==> src/rtl/axis_pkg.sv <==
// rtl/axis_pkg.sv - shared AXIS state encoding and default widths
package axis_pkg;

    localparam int AXIS_DATA_WIDTH = 8;
    localparam int AXIS_LEN_WIDTH  = 8;
    localparam int AXIS_GAP_WIDTH  = 4;

    localparam logic [1:0] ST_IDLE = 2'd0;
    localparam logic [1:0] ST_SEND = 2'd1;
    localparam logic [1:0] ST_GAP  = 2'd2;

endpackage

==> src/rtl/axis_packet_gen_if.sv <==
// rtl/axis_packet_gen_if.sv - AXIS beat channel between a source and a sink
interface axis_packet_gen_if #(
    parameter int DATA_WIDTH = axis_pkg::AXIS_DATA_WIDTH
);
    logic [DATA_WIDTH-1:0] data;
    logic                  valid;
    logic                  last;
    logic                  ready;

    modport master (output data, output valid, output last, input ready);
    modport slave  (input data, input valid, input last, output ready);
endinterface

==> src/rtl/axis_packet_gen.sv <==
// rtl/axis_packet_gen.sv - burst generator of incrementing-data AXIS packets
module axis_packet_gen
    import axis_pkg::*;
#(
    parameter int DATA_WIDTH = AXIS_DATA_WIDTH,
    parameter int LEN_WIDTH  = AXIS_LEN_WIDTH,
    parameter int GAP_WIDTH  = AXIS_GAP_WIDTH
) (
    input  logic                  aclk,
    input  logic                  aresetn,
    input  logic                  start,
    input  logic [LEN_WIDTH-1:0]  pkt_len,
    input  logic [LEN_WIDTH-1:0]  num_pkts,
    input  logic [GAP_WIDTH-1:0]  gap,
    input  logic [DATA_WIDTH-1:0] seed,
    axis_packet_gen_if.master     m_axis,
    output logic                  busy,
    output logic                  done,
    output logic [LEN_WIDTH-1:0]  pkt_count
);

    logic [1:0]            state;
    logic [LEN_WIDTH-1:0]  len_q;
    logic [LEN_WIDTH-1:0]  num_q;
    logic [GAP_WIDTH-1:0]  gap_q;
    logic [GAP_WIDTH-1:0]  gap_cnt;
    logic [LEN_WIDTH-1:0]  beat_cnt;
    logic [DATA_WIDTH-1:0] data_q;
    logic                  valid_q;
    logic                  last_q;

    logic [LEN_WIDTH-1:0]  beat_next;
    logic [LEN_WIDTH-1:0]  pkt_next;
    logic                  xfer;

    assign beat_next = beat_cnt + LEN_WIDTH'(1);
    assign pkt_next  = pkt_count + LEN_WIDTH'(1);
    assign xfer      = valid_q & m_axis.ready;

    assign m_axis.data  = data_q;
    assign m_axis.valid = valid_q;
    assign m_axis.last  = last_q;

    always_ff @(posedge aclk or negedge aresetn) begin
        if (!aresetn) begin
            state     <= ST_IDLE;
            len_q     <= '0;
            num_q     <= '0;
            gap_q     <= '0;
            gap_cnt   <= '0;
            beat_cnt  <= '0;
            data_q    <= '0;
            valid_q   <= 1'b0;
            last_q    <= 1'b0;
            busy      <= 1'b0;
            done      <= 1'b0;
            pkt_count <= '0;
        end else begin
            done <= 1'b0;
            case (state)
                ST_IDLE: begin
                    if (start && (pkt_len != '0) && (num_pkts != '0)) begin
                        len_q     <= pkt_len;
                        num_q     <= num_pkts;
                        gap_q     <= gap;
                        data_q    <= seed;
                        pkt_count <= '0;
                        beat_cnt  <= LEN_WIDTH'(1);
                        valid_q   <= 1'b1;
                        last_q    <= (pkt_len == LEN_WIDTH'(1));
                        busy      <= 1'b1;
                        state     <= ST_SEND;
                    end
                end
                ST_SEND: begin
                    if (xfer) begin
                        data_q <= data_q + DATA_WIDTH'(1);
                        if (last_q) begin
                            pkt_count <= pkt_next;
                            if (pkt_next == num_q) begin
                                valid_q <= 1'b0;
                                last_q  <= 1'b0;
                                busy    <= 1'b0;
                                done    <= 1'b1;
                                state   <= ST_IDLE;
                            end else if (gap_q == '0) begin
                                // back-to-back: next packet's first beat goes out next cycle
                                beat_cnt <= LEN_WIDTH'(1);
                                last_q   <= (len_q == LEN_WIDTH'(1));
                            end else begin
                                valid_q <= 1'b0;
                                last_q  <= 1'b0;
                                gap_cnt <= gap_q;
                                state   <= ST_GAP;
                            end
                        end else begin
                            beat_cnt <= beat_next;
                            last_q   <= (beat_next == len_q);
                        end
                    end
                end
                ST_GAP: begin
                    // raise valid on the final gap cycle so it is seen exactly gap cycles later
                    if (gap_cnt == GAP_WIDTH'(1)) begin
                        beat_cnt <= LEN_WIDTH'(1);
                        valid_q  <= 1'b1;
                        last_q   <= (len_q == LEN_WIDTH'(1));
                        state    <= ST_SEND;
                    end else begin
                        gap_cnt <= gap_cnt - GAP_WIDTH'(1);
                    end
                end
                default: state <= ST_IDLE;
            endcase
        end
    end

endmodule
==> src/flat_wrapper.sv <==
// flat-port wrapper written by rule: the top's interface ports become plain ports
module axis_packet_gen_flat import axis_pkg::*;
#(
    parameter int DATA_WIDTH = AXIS_DATA_WIDTH,
    parameter int LEN_WIDTH  = AXIS_LEN_WIDTH,
    parameter int GAP_WIDTH  = AXIS_GAP_WIDTH
)
  (aclk, aresetn, start, pkt_len, num_pkts, gap, seed, busy, done, pkt_count, m_axis_data, m_axis_valid, m_axis_last, m_axis_ready);
  axis_packet_gen_if #(.DATA_WIDTH(DATA_WIDTH)) m_axis_i ();
  input  logic aclk;
  input  logic aresetn;
  input  logic start;
  input  logic [LEN_WIDTH-1:0] pkt_len;
  input  logic [LEN_WIDTH-1:0] num_pkts;
  input  logic [GAP_WIDTH-1:0] gap;
  input  logic [DATA_WIDTH-1:0] seed;
  output logic busy;
  output logic done;
  output logic [LEN_WIDTH-1:0] pkt_count;
  output wire logic [$bits(m_axis_i.data)-1:0] m_axis_data;
  output wire logic [$bits(m_axis_i.valid)-1:0] m_axis_valid;
  output wire logic [$bits(m_axis_i.last)-1:0] m_axis_last;
  input wire logic [$bits(m_axis_i.ready)-1:0] m_axis_ready;
  assign m_axis_data = m_axis_i.data;
  assign m_axis_valid = m_axis_i.valid;
  assign m_axis_last = m_axis_i.last;
  assign m_axis_i.ready = m_axis_ready;
  axis_packet_gen #(.DATA_WIDTH(DATA_WIDTH), .LEN_WIDTH(LEN_WIDTH), .GAP_WIDTH(GAP_WIDTH)) u_core (.aclk(aclk), .aresetn(aresetn), .start(start), .pkt_len(pkt_len), .num_pkts(num_pkts), .gap(gap), .seed(seed), .m_axis(m_axis_i), .busy(busy), .done(done), .pkt_count(pkt_count));
endmodule
==> config.mk <==
export PLATFORM = sky130hd
export DESIGN_NAME = axis_packet_gen_flat
export DESIGN_NICKNAME = d
export VERILOG_FILES = /design/src/rtl/axis_pkg.sv /design/src/rtl/axis_packet_gen_if.sv /design/src/rtl/axis_packet_gen.sv /design/src/flat_wrapper.sv
export SDC_FILE = /design/constraint.sdc
export NUM_CORES = 1
export LEC_CHECK = 0
export ABC_AREA = 1
export BUFFER_PORTS_ARGS = -buffer_cell sky130_fd_sc_hd__buf_2
export CORE_MARGIN = 4
export CORE_UTILIZATION = 44
export DETAILED_ROUTE_END_ITERATION = 7
export SLEW_MARGIN = 20
export SYNTH_ARGS = -nofsm -noshare
export SYNTH_HDL_FRONTEND = slang
export SYNTH_SLANG_ARGS = --single-unit
==> constraint.sdc <==
create_clock -name aclk -period 2.3 [get_ports aclk]
set_clock_uncertainty 0.05 [all_clocks]
set_input_delay 0.23 -clock aclk [delete_from_list [all_inputs] [get_ports aclk]]
set_output_delay 0.23 -clock aclk [all_outputs]
set_load 0.02 [all_outputs]
==> results of run 1 <==
==> per-layer routing <==
metal | GRT usage (%) | vias to the layer above
li1 | - | 1550
met1 | 26.6 | 1423
met2 | 30.2 | 70
met3 | 3.43 | 9
met4 | 5.05 | 0
met5 | 0 | -
==> timing repair <==
item                                   4_1_cts  5_1_grt
endpoints found under the hold margin       27        0
hold buffers                                 1        0
gates resized for setup                      0        5
setup endpoints to repair                    0       10
==> cells by family after synthesis <==
family	Yosys count
and+or+nand+nor	223
muxes	4
DFF	54
buffers and inverters	67
adders and majority gates	10
AOI/OAI and AO/OA	74
xor gates and xnor gates	8
==> through the flow <==
stage          total power, mW  TNS (ns)  hold slack [ns]  instance area (sq um)
3_5_place_dp              3.93         0            0.263                   3730
5_1_grt                   5.18  -0.00593           0.0890                   3910
2_1_floorplan             3.27         0           -0.116                   3300
4_1_cts                   4.73         0           0.0892                   3890
3_3_place_gp              3.86         0            0.255                   3730
6_report                  4.73         0           0.0979                   3910
==> synthesized netlist by cell type (all sizes together) (2+ instances only) <==
cell | instances | area, sq um
xor2 | 4 | 35.0
nand4 | 7 | 43.8
nor3 | 2 | 15.0
nand2 | 132 | 523
dfrtp | 54 | 1350
o21ai | 48 | 263
o22ai | 6 | 37.5
o21bai | 2 | 15.0
buf | 3 | 23.8
a31oi | 4 | 25.0
nor4 | 4 | 25.0
ha | 10 | 125
nor2 | 36 | 163
clkbuf | 5 | 18.8
mux2 | 4 | 45.0
a21oi | 12 | 60.1
inv | 59 | 221
nand3b | 5 | 37.5
xnor2 | 3 | 26.3
nand3 | 35 | 195
==> worst reg2reg max path, stage by stage (launching register included) <==
cell and delay, ns:
dfrtp_1 0.45, ha_1 0.32, xnor2_1 0.15, nand2_1 0.10, nor2_4 0.14, nand3_2 0.09, nor2_4 0.13, nand2_1 0.13
nand3_1 0.10, nand2_1 0.13, o21ai_1 0.14, nand2_1 0.06
==> worst min-delay path by stage <==
stage                     slack, ns     from               endpoint  cells after the start
final                           0.1   gap[1]        u_core.gap_q[1]                      2
after global routing           0.09   gap[1]        u_core.gap_q[1]                      2
after CTS                      0.09   gap[0]        u_core.gap_q[0]                      2
after detailed placement       0.26  aresetn  u_core.m_axis.data[5]                      1
after global placement         0.25  aresetn  u_core.m_axis.data[6]                      1
after floorplan               -0.12  aresetn     u_core.beat_cnt[0]                      0
==> area by class of cell <==
cell class / instances / area share [%]
multi-input combinational: 319 / 43.6
sequential: 54 / 34.6
timing repair buffer: 63 / 9.23
inverter: 59 / 5.74
tap: 99 / 3.17
clock buffer: 6 / 2.11
clock inverter: 2 / 1.54
==> registers in the layout, indices dropped and copies added (netlist names) <==
| signal | cells |
|---|---|
| u_core.busy | 1 |
| u_core.gap_q | 4 |
| u_core.num_q | 8 |
| u_core.m_axis.valid | 1 |
| u_core.m_axis.last | 1 |
| u_core.m_axis.data | 8 |
| u_core.state | 2 |
| u_core.gap_cnt | 4 |
| u_core.len_q | 8 |
| u_core.pkt_count | 8 |
| u_core.done | 1 |
| u_core.beat_cnt | 8 |
==> power groups by stage <==
stage	clock network, mW	logic, mW	registers [mW]
after CTS	0.807	2.28	1.64
after global routing	0.848	2.63	1.71
after global placement	0	2.22	1.65
after detailed placement	0	2.27	1.65
after floorplan	0	1.57	1.70
final	0.786	2.30	1.65
==> flow_summary.ini, run 1 <==
[layout]
final_common_cell = nand2_1
nets = 544
area_growth_pct = 18.3
layout-drive-gt1-share_pct = 20.9
final_cell_mix = nand2_1 (121), inv_1 (58), dfrtp_1 (54)
num-fill-cells = 744
multi_input_area_sq_um = 1700
fin_util_pct = 53.6
n_antenna_cell = 0
instances_no_fill = 602
seq_area_sq_um = 1350

[critical_path]
setup.worst_path.end_class = register
max_stage_delay_ns = 0.45
worstPathArrival_ns = 2.26
crit_path_start_kind = register
cp_top_family = simple AND/OR/NAND/NOR gates
crit_start = u_core.pkt_count[1]
crit_chain = ha_1, xnor2_1, nand2_1, nor2_4, nand3_2, nor2_4, nand2_1, nand3_1, nand2_1, o21ai_1, nand2_1
cp_common_cell = nand2_1
crit_path_end = u_core.m_axis.valid
timing.rr.end = u_core.m_axis.valid
crit_buf_inv = 0
r2r_slack_ns = 0.20
cpMaxStageDelayCell = dfrtp_1
path_depth = 11
path_max_fanout = 6
worstRegToRegCells = 11
setup.worst_path.class = reg2reg
critical_path_required_ns = 2.46
rr_startpoint = u_core.pkt_count[1]

[timing]
finalSetupViolCount = 0
finalWorstSetupSlack_ns = 0.196
hold_viol = 0
period_share_pct = 91.5
fmax_ghz = 0.475
final_max_slew_viol_count = 0
worst_slew_pin_slew_ns = 0.675
final.min_clock_period_ns = 2.10
relSlewSlack_pct = 55.0

[placed_design]
dpl_worst_slack_ns = 0.127
place_congestion = 0.832
io_buffers = 51
dpl.cell_count = 593
hpwl_microns = 5960

[yosys]
synth_top_family_by_area = simple AND/OR/NAND/NOR gates
synthesis.nets = 482
synth_seq_cells = 54
postSynthAreaPerCell_sq_um = 7.50
synthSimpleGateAreaFrac_pct = 30.8
synth_edf_count = 0
synth_compound_area_share_pct = 12.6
syn_area_sq_um = 3300
synth-xor-area-share_pct = 2.54
synthMuxAreaShare_pct = 1.36
yosysWarnings = 0
synthAdderAreaFrac_pct = 3.79
netlist_instances = 440
synth-seq-area-share_pct = 40.9
synthArstFlopShare_pct = 100
ys_types = 35
synth_flop_cell = dfrtp_1

[power]
power.density_nw_per_um2 = 1210
p_seq_share_pct = 34.8
p_switching_mw = 2.09
p_sw_share_pct = 44.3
power_frac_clock_pct = 16.6
share_comb_of_total_power_pct = 48.6
power.leakage_nw = 1.99
ir_drop_uv = 530
intPower_mw = 2.63

[floorplanning]
coreArea_sq_um = 7290
die_y_microns = 94.6
initial_utilization_pct = 45.3
io_pins = 52
dieArea_sq_um = 8950
fp.dieW_microns = 94.6
rows = 31

[clocking]
clkLatencyLatePin_ns = 0.31
ctsRootBufferMaster = clkbuf_8
cts_tree = yes
clkSlewWorstSetupHoldPaths_ns = 0.10
cts_htree_levels = 2
cts_max_path_buffers = 2
cts-buffers-inserted = 5
post_cts_buffers = 0
cts_sinks = 54

[grt]
grt_max_degree = 29
grt_overflow = 0
antenna_found_initial = 0
track_usage_pct = 19.0
grt_pass1_vias = 3029
grt_pass1_wl_microns = 13800

[route]
vias = 3052
highest_layer = met4
wl_met3_microns = 415
drc = 0
wirelength_microns = 7690
routed-wl-met2_microns = 3550
ant_nets = 0
drt_iter0_drc = 128
drtPass1Iterations = 4
m1WireLength_microns = 3620
wire_per_inst_microns = 12.8
viasPerCell = 5.07

[outcome]
status = completed

[job]
maxCapViolCount = 0

[worst_hold_path]
hp-class = in2reg
(Power assumes the default switching activity.)
==> run 2: changes to the inputs <==
--- a/config.mk
+++ b/config.mk
@@ -10,6 +10,7 @@
 export CORE_MARGIN = 4
 export CORE_UTILIZATION = 44
 export DETAILED_ROUTE_END_ITERATION = 7
+export REMOVE_ABC_BUFFERS = 1
 export SLEW_MARGIN = 20
 export SYNTH_ARGS = -nofsm -noshare
 export SYNTH_HDL_FRONTEND = slang
==> run 2 against run 1 <==
  * Wire length grew 2.3%
  * Cell count fell by 0.33%
  * Maximum frequency up 0.77%
  * Count of clock-buffer cells in the layout is the same
  * Total power decreased by 0.82%
  * Die area unchanged
  * Largest power group unchanged
  * Critical path depth unchanged
  * Sequential share of layout area is 0.14 points higher
  * Non-clock buffer count decreased by 2
  * Worst setup slack better by 0.016 ns
  * Sequential power about the same
  * Global-route usage decreased by 0.17 points
==> flow_summary.ini, run 2 (same netlist as run 1, synthesis figures left out) <==
[critical_path]
setup.worst_path.end_class = register
crit_path_start_kind = register
max_stage_delay_ns = 0.45
crit_chain = ha_1, xnor2_1, nand2_1, nor2_4, nand3_2, nor2_4, nand2_1, nand3_1, nand2_1, o21ai_1, nand2_1
setup.worst_path.class = reg2reg
critical_path_required_ns = 2.47
worstPathArrival_ns = 2.25
cpMaxStageDelayCell = dfrtp_1
path_max_fanout = 6
cp_common_cell = nand2_1

[clocking]
ctsRootBufferMaster = clkbuf_8
cts_htree_levels = 2
clkLatencyLatePin_ns = 0.32
cts-buffers-inserted = 5
cts_tree = yes
cts_max_path_buffers = 2
cts_sinks = 54
post_cts_buffers = 0
clkSlewWorstSetupHoldPaths_ns = 0.10

[layout]
final_cell_mix = nand2_1 (120), inv_1 (58), dfrtp_1 (54)
nets = 542
area_growth_pct = 17.8
n_antenna_cell = 0
multi_input_area_sq_um = 1700
final_common_cell = nand2_1
num-fill-cells = 702
seq_area_sq_um = 1350
layout-drive-gt1-share_pct = 20.4

[route]
vias = 3023
wirelength_microns = 7860
wire_per_inst_microns = 13.1
drc = 0
drt_iter0_drc = 118
drtPass1Iterations = 4
viasPerCell = 5.04
ant_nets = 0

[timing]
final_max_slew_viol_count = 0
hold_viol = 0
tns_ns = 0
period_share_pct = 90.8
worst_slew_pin_slew_ns = 0.662
finalSetupViolCount = 0
final.min_clock_period_ns = 2.09
fmax_ghz = 0.479
whs_ns = 0.0823
rsz0062_at_grt = no
relSlewSlack_pct = 55.9

[grt]
track_usage_pct = 18.8
grt_pass1_wl_microns = 13300
antenna_found_initial = 0
grt_pass1_vias = 2923
grt_max_degree = 37
grt_overflow = 0

[floorplanning]
dieArea_sq_um = 8950
fp.dieW_microns = 94.6
coreArea_sq_um = 7290
initial_utilization_pct = 45.3
io_pins = 52
rows = 31
die_y_microns = 94.6

[placed_design]
hpwl_microns = 5900
io_buffers = 51
place_congestion = 0.807

[power]
power.leakage_nw = 1.98
ir_drop_uv = 594
power.density_nw_per_um2 = 1210

[worst_hold_path]
hp-class = in2reg

[outcome]
status = completed

[job]
maxCapViolCount = 0
[run 2: metal layers]
layer  part of all wire [%]  GRT usage [%]
met5                      0              0
met4                    1.2           4.93
met3                    4.9           3.51
met2                     47           31.4
met1                     47           25.1
[run 2: worst paths after layout]
path	cells past startpoint	from	end	slack (ns)
worst max-delay path	11	u_core.pkt_count[1]	u_core.m_axis.valid	0.21
worst min-delay path	2	gap[1]	u_core.gap_q[1]	0.08
worst max register to register	11	u_core.pkt_count[1]	u_core.m_axis.valid	0.21
worst min register to register	2	u_core.gap_cnt[1]	u_core.gap_cnt[1]	0.44
max in group asynchronous	3	aresetn	u_core.len_q[3]	1.18
min in group asynchronous	2	aresetn	u_core.m_axis.data[3]	0.44
[run 2: metrics by stage]
stage	util, %	power (mW)	area (sq um)	instances	setup WS, ns
6_report	53.3	4.69	3890	600	0.212
4_1_cts	53.1	4.70	3870	600	0.0531
3_5_place_dp	51.0	3.88	3720	591	0.0851
3_3_place_gp	51.0	3.86	3720	591	0.0663
5_1_grt	53.3	5.13	3890	600	0.0205
2_1_floorplan	-	3.20	3260	432	0.178
[run 2: final cells by class]
cell class	instances	share of cell area, %
multi-input cells	319	43.8
flip-flops and latches	54	34.7
repair buffers	61	8.88
inverters	59	5.69
well taps	99	3.19
clock buffers	6	2.12
clock inverters	2	1.54
[run 2: power breakdown]
part	internal, mW	switching (mW)	total, mW
clock network	0.465	0.336	0.801
logic	0.836	1.41	2.24
registers	1.30	0.338	1.64
total	2.61	2.08	4.69
[run 2: what timing repair did]
item | CTS | global route
hold endpoints to repair | 25 | 0
endpoints found under the setup margin | 0 | 4
hold buffers | 1 | 0
resized for setup | 0 | 3
[run 2: critical path, delay by kind of cell, from the launching register on]
kind	cells	cell delay, ns
AND/OR/NAND/NOR	8	0.86
flip-flops	1	0.45
adder cells (fa/ha/maj)	1	0.33
XOR/XNOR	1	0.16
AO/OA/AOI/OAI	1	0.14
